==> src/rtl/pm32.sv <==
// pm32 -- serial-parallel shift-add unsigned multiplier.
//
// One multiplier bit is consumed per clock, LSB first; the multiplicand is
// added in parallel into a 2*SIZE-bit accumulator. A start request captures
// the operands and (re)starts the operation from any state.
//
// Optional build macro:
//   PM32_EARLY_DONE_EN  finish as soon as the remaining multiplier bits are
//                       all zero (latency 2..SIZE+1 edges). When undefined,
//                       done always rises SIZE+1 edges after the start edge.
//
// Ports:
//   clk    in   rising-edge clock
//   rst    in   asynchronous active-low reset
//   start  in   operation request (also aborts/restarts a busy operation)
//   mc     in   multiplicand, SIZE bits, unsigned
//   mp     in   multiplier, SIZE bits, unsigned
//   p      out  product register, 2*SIZE bits, unsigned
//   done   out  registered result-valid flag
module pm32 #(
  parameter int SIZE = 32
) (
  input  logic              clk,
  input  logic              rst,
  input  logic              start,
  input  logic [SIZE-1:0]   mc,
  input  logic [SIZE-1:0]   mp,
  output logic [2*SIZE-1:0] p,
  output logic              done
);

  localparam int CW = (SIZE > 1) ? $clog2(SIZE) : 1;
  localparam logic [CW-1:0] LAST_BIT = CW'(SIZE - 1);

  typedef enum logic [1:0] {
    IDLE,
    BUSY,
    DONE
  } state_e;

  state_e            state_q;
  logic [2*SIZE-1:0] mcs_q;   // multiplicand, shifted left one place per bit
  logic [SIZE-1:0]   mp_q;    // multiplier, shifted right; bit 0 is current
  logic [CW-1:0]     cnt_q;   // index of the bit being processed
  logic [2*SIZE-1:0] p_q;
  logic              done_q;

  logic [2*SIZE-1:0] p_d;
  logic              last_d;

  // NOTE: every signal assigned in always_comb gets a default first so no
  // path leaves it unassigned; otherwise synthesis infers a latch.
  always_comb begin
    p_d = p_q;
    if (mp_q[0]) begin
      p_d = p_q + mcs_q;
    end
  end

`ifdef PM32_EARLY_DONE_EN
  // Stop when this is the final bit position, or when every bit above the
  // one being processed now is zero (further adds would contribute nothing).
  always_comb begin
    last_d = (cnt_q == LAST_BIT) || ((mp_q >> 1) == '0);
  end
`else
  always_comb begin
    last_d = (cnt_q == LAST_BIT);
  end
`endif

  // NOTE: state registers use non-blocking assignments so every register
  // samples the pre-edge values of the others, independent of statement order.
  // The operand registers and counter are reset too, so nothing stale from an
  // aborted operation can ever be observed after reset.
  always_ff @(posedge clk or negedge rst) begin
    if (!rst) begin
      state_q <= IDLE;
      mcs_q   <= '0;
      mp_q    <= '0;
      cnt_q   <= '0;
      p_q     <= '0;
      done_q  <= 1'b0;
    end else if (start) begin
      // Start wins in every state: capture, clear the result, (re)enter BUSY.
      state_q <= BUSY;
      mcs_q   <= {{SIZE{1'b0}}, mc};
      mp_q    <= mp;
      cnt_q   <= '0;
      p_q     <= '0;
      done_q  <= 1'b0;
    end else begin
      case (state_q)
        BUSY: begin
          p_q   <= p_d;
          mcs_q <= mcs_q << 1;
          mp_q  <= mp_q >> 1;
          cnt_q <= cnt_q + 1'b1;
          if (last_d) begin
            state_q <= DONE;
            done_q  <= 1'b1;
          end
        end
        IDLE, DONE: begin
          // Result and flag hold until the next start or reset.
        end
        default: state_q <= IDLE;
      endcase
    end
  end

  assign p    = p_q;
  assign done = done_q;

endmodule

==> config.mk <==
export PLATFORM = sky130hd
export DESIGN_NAME = pm32
export DESIGN_NICKNAME = d
export VERILOG_FILES = /design/src/rtl/pm32.sv
export SDC_FILE = /design/constraint.sdc
export NUM_CORES = 1
export LEC_CHECK = 0
export BUFFER_PORTS_ARGS = -buffer_cell sky130_fd_sc_hd__buf_2
export CELL_PAD_IN_SITES_DETAIL_PLACEMENT = 0
export CELL_PAD_IN_SITES_GLOBAL_PLACEMENT = 1
export CORE_MARGIN = 4
export CORE_UTILIZATION = 45
export CTS_CLUSTER_DIAMETER = 200
export DETAILED_ROUTE_END_ITERATION = 7
export HOLD_SLACK_MARGIN = 0.12
export PLACE_DENSITY = 0.88
export RECOVER_POWER = 100
export SLEW_MARGIN = 20
export SYNTH_ARGS = -nofsm -noshare
export SYNTH_HDL_FRONTEND = slang
export SYNTH_SLANG_ARGS = --single-unit
==> constraint.sdc <==
create_clock -name clk -period 4.05 [get_ports clk]
set_input_delay 0.81 -clock clk [delete_from_list [all_inputs] [get_ports clk]]
set_output_delay 0.81 -clock clk [all_outputs]
set_load 0.05 [all_outputs]
==> results by group, run 1 <==
Pwr
  – Combinational power share: 22.1%
  – Leakage power: 0.00572 uW
  – Pint: between 2000 and 3000 uW
  – Clock Power Share: 37.4%
  – Power per standard cell area: 384 mW/mm^2
  – Sequential power share: between 40% and 50%
  – Switching share of power: 35.8%
  – Psw: 1660 uW
  – Max IR drop VDD: 0.250 mV

Setup path
  – Worst path cell trace: ha_1, inv_1, fa_1, and2b_1, o2111ai_1, a21oi_1, o211a_1, nor4_1, o31a_1, o31ai_1, a21boi_0, xnor2_1, a22o_1
  – WP data required: 4380 ps
  – Maximum fanout along the worst path: 5
  – Crit. End Element: flip-flop
  – Worst path depth: 13
  – CP arrival: 3870 ps
  – CP bufs+invs: 1
  – Setup crit start kind: flip-flop
  – Cells on worst reg2reg path: 13
  – Delay-heaviest family, CP: compound AO/OA/AOI/OAI gates
  – Crit-path slowest cell: o31ai_1
  – Crit Path Category: reg2reg
  – CP max stage delay: 450 ps
  – Setup slack, reg-to-reg: 510 ps

Clock tree
  – Clk slew on worst S/H paths: around 80 ps
  – Cts hold-fix bufs: 0
  – Num CTS Buffers: 17
  – CTS resizes: 0
  – TritonCTS Sinks: approximately 170
  – Maximum root-to-sink buffer count: 2
  – Htree depth: 4
  – CTS tree: built
  – Setup repair bufs after CTS: 0
  – Skew-Pair Late Insertion Delay: 450 ps
  – Root buffer cell: clkbuf_16

Timing
  – Hold_ws: around 520 ps
  – Count of final hold-check violations: 0
  – Least-Margin Pin Slew: between 2000 and 2500 ps
  – # setup viols final: 0
  – Setup Skew: 19.0 ps
  – Worst setup margin: 507 ps
  – Final Slew Violations: ~270
  – RSZ-0062 raised after global routing: false
  – Final period util: roughly 90%
  – F_max: 282 MHz
  – Rel. slew slack: -40.9%
  – Crit path time final: 3540 ps
  – Setup TNS Final: 0 ps

Synthesis
  – Proportion of synthesized area in mux cells: 5.70%
  – Cells after Synth: approximately 1200
  – #FFs+latches synth: 168
  – Synth Area in Compound Gates: 22.8%
  – Area leader, netlist: dfrtp_1
  – Mapped Nets: ~1400
  – Synth area leaders: dfrtp_1 39%, nand2_1 8.5%, ha_1 7.6%
  – Post-Synth Simple-Gate Area: 16.1%
  – Top cell type's share of synthesized area: 39.3%
  – Post-synth EDFFs: 0
  – Post-synthesis xor/xnor area fraction: about 4.7%
  – Synth Area in Adders: 7.78%
  – Syn Area/Cell: 8.71 sq um
  – Synthesized area: 0.0107 sq mm
  – FFs w/ async S/R, synth: 100%
  – Ys flop type: dfrtp_1
  – Largest family of logic cells by synthesized area: compound AO/OA/AOI/OAI gates
  – Sequential share of the synthesized area: 39.3%
  – Ys Warns: 0
  – Count of different cell masters after synthesis: 72

GRT
  – Initial antenna violation count: 0
  – Via count of the first global-routing pass: a little over 9000
  – Total Routing Usage GR: 21.5%
  – Global-route wire length before repair: 46600 um
  – Largest net degree at the start of global routing: 73
  – Total grt overflow: 0

Placed design
  – HPWL Detailed: between 20000 and 25000 um
  – GPL Wtd Cong: 0.883
  – Place WS: slightly above 600 ps
  – Number of port buffers: 131

Floorplanning
  – Die width: 162 um
  – Die H: 162 um
  – Initial Util: 45.6%
  – Ports: 132
  – Die Area: 0.0263 sq mm
  – Core ar.: 0.0235 sq mm
  – Rows: 56

Worst hold path
  – Hold WC Path Type: reg2reg
  – Cell depth of the worst hold path: 2

Detailed routing
  – Detailed Routing Iterations Pass 1: 5
  – Antenna viol nets, final: 0
  – Routed vias/inst: 5.65
  – Drt drc: 0
  – Total Wirelength: 27800 um
  – Via Count: around 9300
  – DRT iter0 DRCs: 682
  – Wire length per cell: 16.9 um

Cells and area
  – Layout cells sized above 1: a little under a tenth
  – Fillers: around 2200
  – Most frequent cells in the layout: 243 x nand2_1, 168 x dfrtp_1, 142 x a21oi_1
  – ANT cells: 0
  – Nets: 1447
  – Most common cell after layout, fill and taps aside: nand2_1
  – Synth-to-Final Area Change: 12.6%

Status
  – Failing checks: max-capacitance violations, max-slew violations
  – Outcome: finished, violations left

Run
  – Max cap viols: 5
power by group through the flow:
| stage | Clock (uW) | Combinational, uW | Sequential [uW] |
|---|---|---|---|
| floorplan | 0 | 598 | 2050 |
| detailed placement | 0 | 1040 | 1910 |
| global placement | 0 | 1030 | 1900 |
| global route | 1840 | 1140 | 1890 |
| finish | 1730 | 1020 | 1880 |
| CTS | 1760 | 1040 | 1880 |
logic make-up after synthesis:
kind of cell / after synthesis
fa+ha+maj: 66
xor+xnor: 58
compound gates: 392
mux: 61
buf+inv: 97
simple gates: 388
flops: 168
state kept, by name, summed over array words and instances (netlist names):
| signal | flops |
|---|---|
| done | 1 |
| p | 64 |
| state_q | 2 |
| cnt_q | 5 |
| mp_q | 32 |
| mcs_q | 64 |
metal layers:
metal | part of all wire, % | routed length (um) | track usage (%)
met1 | 48 | 13300 | 30.2
met2 | 46 | 12700 | 34.0
met3 | 4.8 | 1340 | 4.16
met4 | 1.8 | 514 | 5.92
met5 | 0 | 0 | 0
cell usage after synthesis (all sizes together) (4+ instances only):
cell     number
inv          20
nand4        18
nor2         49
nand2b        8
a211oi        9
o41ai         4
or3           7
nor2b         6
and3         11
o21a          6
o2111ai       4
nand2       243
nor4          4
a21oi       142
o21bai       14
a21boi        5
clkbuf       56
o21ai       104
xor2         21
o31ai         7
nand3        14
xnor2        37
a31oi         7
nor3         12
mux2i        61
dfrtp       168
a21o         33
a22o         28
buf          21
ha           65
stage by stage:
stage	power [uW]	cells	area (sq um)	utilization [%]
CTS	4680	1646	12200	52.1
global route	4870	1646	12100	51.4
floorplan	2650	1230	10700	-
detailed placement	2950	1614	11600	49.3
finish	4630	1646	12100	51.4
global placement	2940	1614	11600	49.3
tightest hold or removal path, cell delays in order, from the launching register on:
cell,delay (ps)
dfrtp_1,370
a21oi_1,50
nor2_1,70
path summary, 6_finish.rpt:
kind / start / to
max: p[0]$_DFFE_PN0P_ / p[46]$_DFFE_PN0P_
min: done$_DFFE_PN0P_ / done$_DFFE_PN0P_
max reg2reg: p[0]$_DFFE_PN0P_ / p[46]$_DFFE_PN0P_
min reg2reg: done$_DFFE_PN0P_ / done$_DFFE_PN0P_
max in group asynchronous: rst / p[25]$_DFFE_PN0P_
min in group asynchronous: rst / mcs_q[45]$_DFFE_PN0P_
area by class of cell:
cell class,instances,area [sq um],area share [%]
Timing Repair Buffer,142,636,5.27
Tap cell,319,399,3.31
Inverter,20,75.1,0.623
Clock inverter,15,216,1.80
Clock buffer,17,425,3.53
Multi-Input combinational cell,965,6100,50.6
Sequential cell,168,4200,34.9
No activity file was read; power rests on OpenSTA's default activity.
==> run 2: changes to the inputs <==
--- a/config.mk
+++ b/config.mk
@@ -15,6 +15,7 @@
 export HOLD_SLACK_MARGIN = 0.12
 export PLACE_DENSITY = 0.88
 export RECOVER_POWER = 100
+export REMOVE_ABC_BUFFERS = 1
 export SLEW_MARGIN = 20
 export SYNTH_ARGS = -nofsm -noshare
 export SYNTH_HDL_FRONTEND = slang
==> run 2 against run 1 <==
The flow still finishes with violations (max-capacitance violations, max-slew violations). Combinational power about the same. Final area down 0.21%. Register-to-register slack got worse by 60 ps. Critical endpoint is now p[39]$_DFFE_PN0P_. Fmax fell by 1.6%. Highest routed layer unchanged. Sequential share of layout area up 0.073 points. Largest cell class unchanged. Power grew 0.54%. Die area did not move. Non-clock buffer count is the same.
==> results by group, run 2 (synthesized netlist as in run 1, its figures left out) <==
Status
  – Outcome: finished, violations left
  – Failing checks: max-capacitance violations, max-slew violations

Detailed routing
  – Detailed Routing Iterations Pass 1: 5 (unchanged)
  – Wire length per cell: 16.5 um (-2.4%)
  – Via Count: 9152 (-1.6%)
  – Total Wirelength: 27200 um (-2.4%)
  – Drt drc: 0 (unchanged)
  – Routed vias/inst: 5.56 (-1.6%)
  – DRT iter0 DRCs: 583 (-15%)
  – Antenna viol nets, final: 0 (unchanged)

Setup path
  – Crit-path slowest cell: nor3_1
  – Worst path cell trace: ha_1, a21o_1, nand4_1, and3_1, o21ai_0, a311oi_1, nor3_1, o21ai_1, a211o_1, and3_1, o41ai_1
  – CP most frequent cell: and3_1
  – Crit Path Category: reg2reg
  – Maximum fanout along the worst path: 4 (-1)
  – WP data required: 4370 ps (about the same)
  – CP max stage delay: 570 ps (+120 ps)
  – Setup crit start kind: flip-flop
  – CP arrival: 3920 ps (+50 ps)
  – Crit. End Element: flip-flop

Floorplanning
  – Ports: 132 (unchanged)
  – Die Area: 0.0263 sq mm (unchanged)
  – Core ar.: 0.0235 sq mm (unchanged)
  – Die H: 162 um (unchanged)
  – Die width: 162 um (unchanged)
  – Rows: 56 (unchanged)
  – Initial Util: 45.6% (unchanged)

Worst hold path
  – Hold WC Path Type: reg2reg

Cells and area
  – Reg area: 0.00420 sq mm (unchanged)
  – ANT cells: 0 (unchanged)
  – Most common cell after layout, fill and taps aside: nand2_1
  – Most frequent cells in the layout: 243 x nand2_1, 168 x dfrtp_1, 142 x a21oi_1
  – Fillers: 2270 (+1.2%)
  – Design Area, Final: 0.0120 sq mm (-0.21%)
  – Nets: 1447 (unchanged)
  – Synth-to-Final Area Change: 12.3%
  – Layout cells sized above 1: 8.97% (-0.075 points)
  – Footprint of the multi-input gates: 0.00607 sq mm (-0.49%)

Timing
  – # setup viols final: 0 (unchanged)
  – F_max: 278 MHz (-1.6%)
  – RSZ-0062 raised after global routing: false
  – Least-Margin Pin Slew: 2390 ps (+281 ps)
  – Crit path time final: 3600 ps (+59.2 ps)
  – Final period util: 89.0% (+1.5 points)
  – Setup TNS Final: 0 ps (unchanged)
  – Count of final hold-check violations: 0 (unchanged)
  – Setup Skew: 17.1 ps (-1.84 ps)
  – Final Slew Violations: 312 (+15%)
  – Rel. slew slack: -59.6% (-19 points)
  – Worst setup margin: 447 ps (-59.2 ps)

GRT
  – Total Routing Usage GR: 20.8% (-0.70 points)
  – Total grt overflow: 0 (unchanged)
  – Largest net degree at the start of global routing: 109 (+49%)
  – Global-route wire length before repair: 45200 um (-3.0%)
  – Via count of the first global-routing pass: 8848 (-2.3%)
  – Initial antenna violation count: 0 (unchanged)

Placed design
  – Place WS: 664 ps (+40.3 ps)
  – GPL Wtd Cong: 0.934 (+5.7%)
  – Number of port buffers: 131 (unchanged)
  – HPWL Detailed: 19400 um (-3.9%)
  – Cell Area, Placed: 0.0116 sq mm (-0.15%)

Clock tree
  – CTS tree: built
  – CTS resizes: 0 (unchanged)
  – Maximum root-to-sink buffer count: 2 (unchanged)
  – Htree depth: 4 (unchanged)
  – TritonCTS Sinks: 168 (unchanged)
  – Skew-Pair Late Insertion Delay: 440 ps (about the same)
  – Clk slew on worst S/H paths: 70 ps (about the same)
  – Setup repair bufs after CTS: 0 (unchanged)
  – Cts hold-fix bufs: 0 (unchanged)
  – Root buffer cell: clkbuf_16
  – Num CTS Buffers: 17 (unchanged)

Pwr
  – Leakage power: 0.00572 uW (about the same)
  – Final Power: 4650 uW (+0.54%)
  – Power per standard cell area: 387 mW/mm^2 (+0.75%)
  – Max IR drop VDD: 0.243 mV (-2.7%)

Run
  – Max cap viols: 4 (-1)
## run 2: cell count changes in the layout (fill, tap and decap cells not counted), moves of 2 or more
| cell | previous run | this run |
|---|---|---|
| clkbuf_2 | 3 | 8 |
| clkbuf_1 | 70 | 66 |
| clkinv_8 | 8 | 4 |
| inv_12 | 3 | 0 |
| inv_8 | 1 | 4 |
| bufinv_16 | 0 | 2 |
## run 2: routing by layer
metal | up-vias | global-route usage [%] | routed length, um
met5 | - | 0 | 0
met4 | 0 | 4.92 | 454
met3 | 26 | 4.01 | 1350
met2 | 209 | 33.3 | 12600
met1 | 4355 | 29.2 | 12800
li1 | 4562 | - | -
## run 2: metrics by stage
stage               hold WS (ps)  utilization [%]  std cells
global route                 553             51.2       1646
global placement             480             49.3       1614
detailed placement           509             49.3       1614
finish                       523             51.2       1646
CTS                          498             52.0       1646
floorplan                    497                -       1153
## run 2: where the power goes
group	internal, uW	switching, uW	leakage [uW]
Clock	970	794	0.000314
Sequential	1790	87.5	0.00221
Combinational	325	690	0.00319
## run 2: worst paths after layout
check	startpoint	to	slack (ps)	cells after the start
hold / removal	done$_DFFE_PN0P_	done$_DFFE_PN0P_	520	2
max in group asynchronous	rst	p[35]$_DFFE_PN0P_	1210	2
setup reg to reg	p[1]$_DFFE_PN0P_	p[39]$_DFFE_PN0P_	450	11
hold reg to reg	done$_DFFE_PN0P_	done$_DFFE_PN0P_	520	2
setup / recovery	p[1]$_DFFE_PN0P_	p[39]$_DFFE_PN0P_	450	11
min in group asynchronous	rst	mcs_q[19]$_DFFE_PN0P_	1100	1
## run 2: layout make-up
| type | instances | area share [%] |
|---|---|---|
| Clock inverter | 14 | 1.71 |
| Tap cell | 319 | 3.32 |
| Inverter | 20 | 0.624 |
| Timing Repair Buffer | 142 | 5.30 |
| Clock buffer | 18 | 3.65 |
| Sequential cell | 168 | 34.9 |
| Multi-Input combinational cell | 965 | 50.4 |
## run 2: critical path, delay by kind of cell, from the launching register on
family,cells,cell delay [ps]
AOI/OAI and AO/OA,6,1650
adders and majority gates,1,300
DFF,1,420
and+or+nand+nor,4,1110
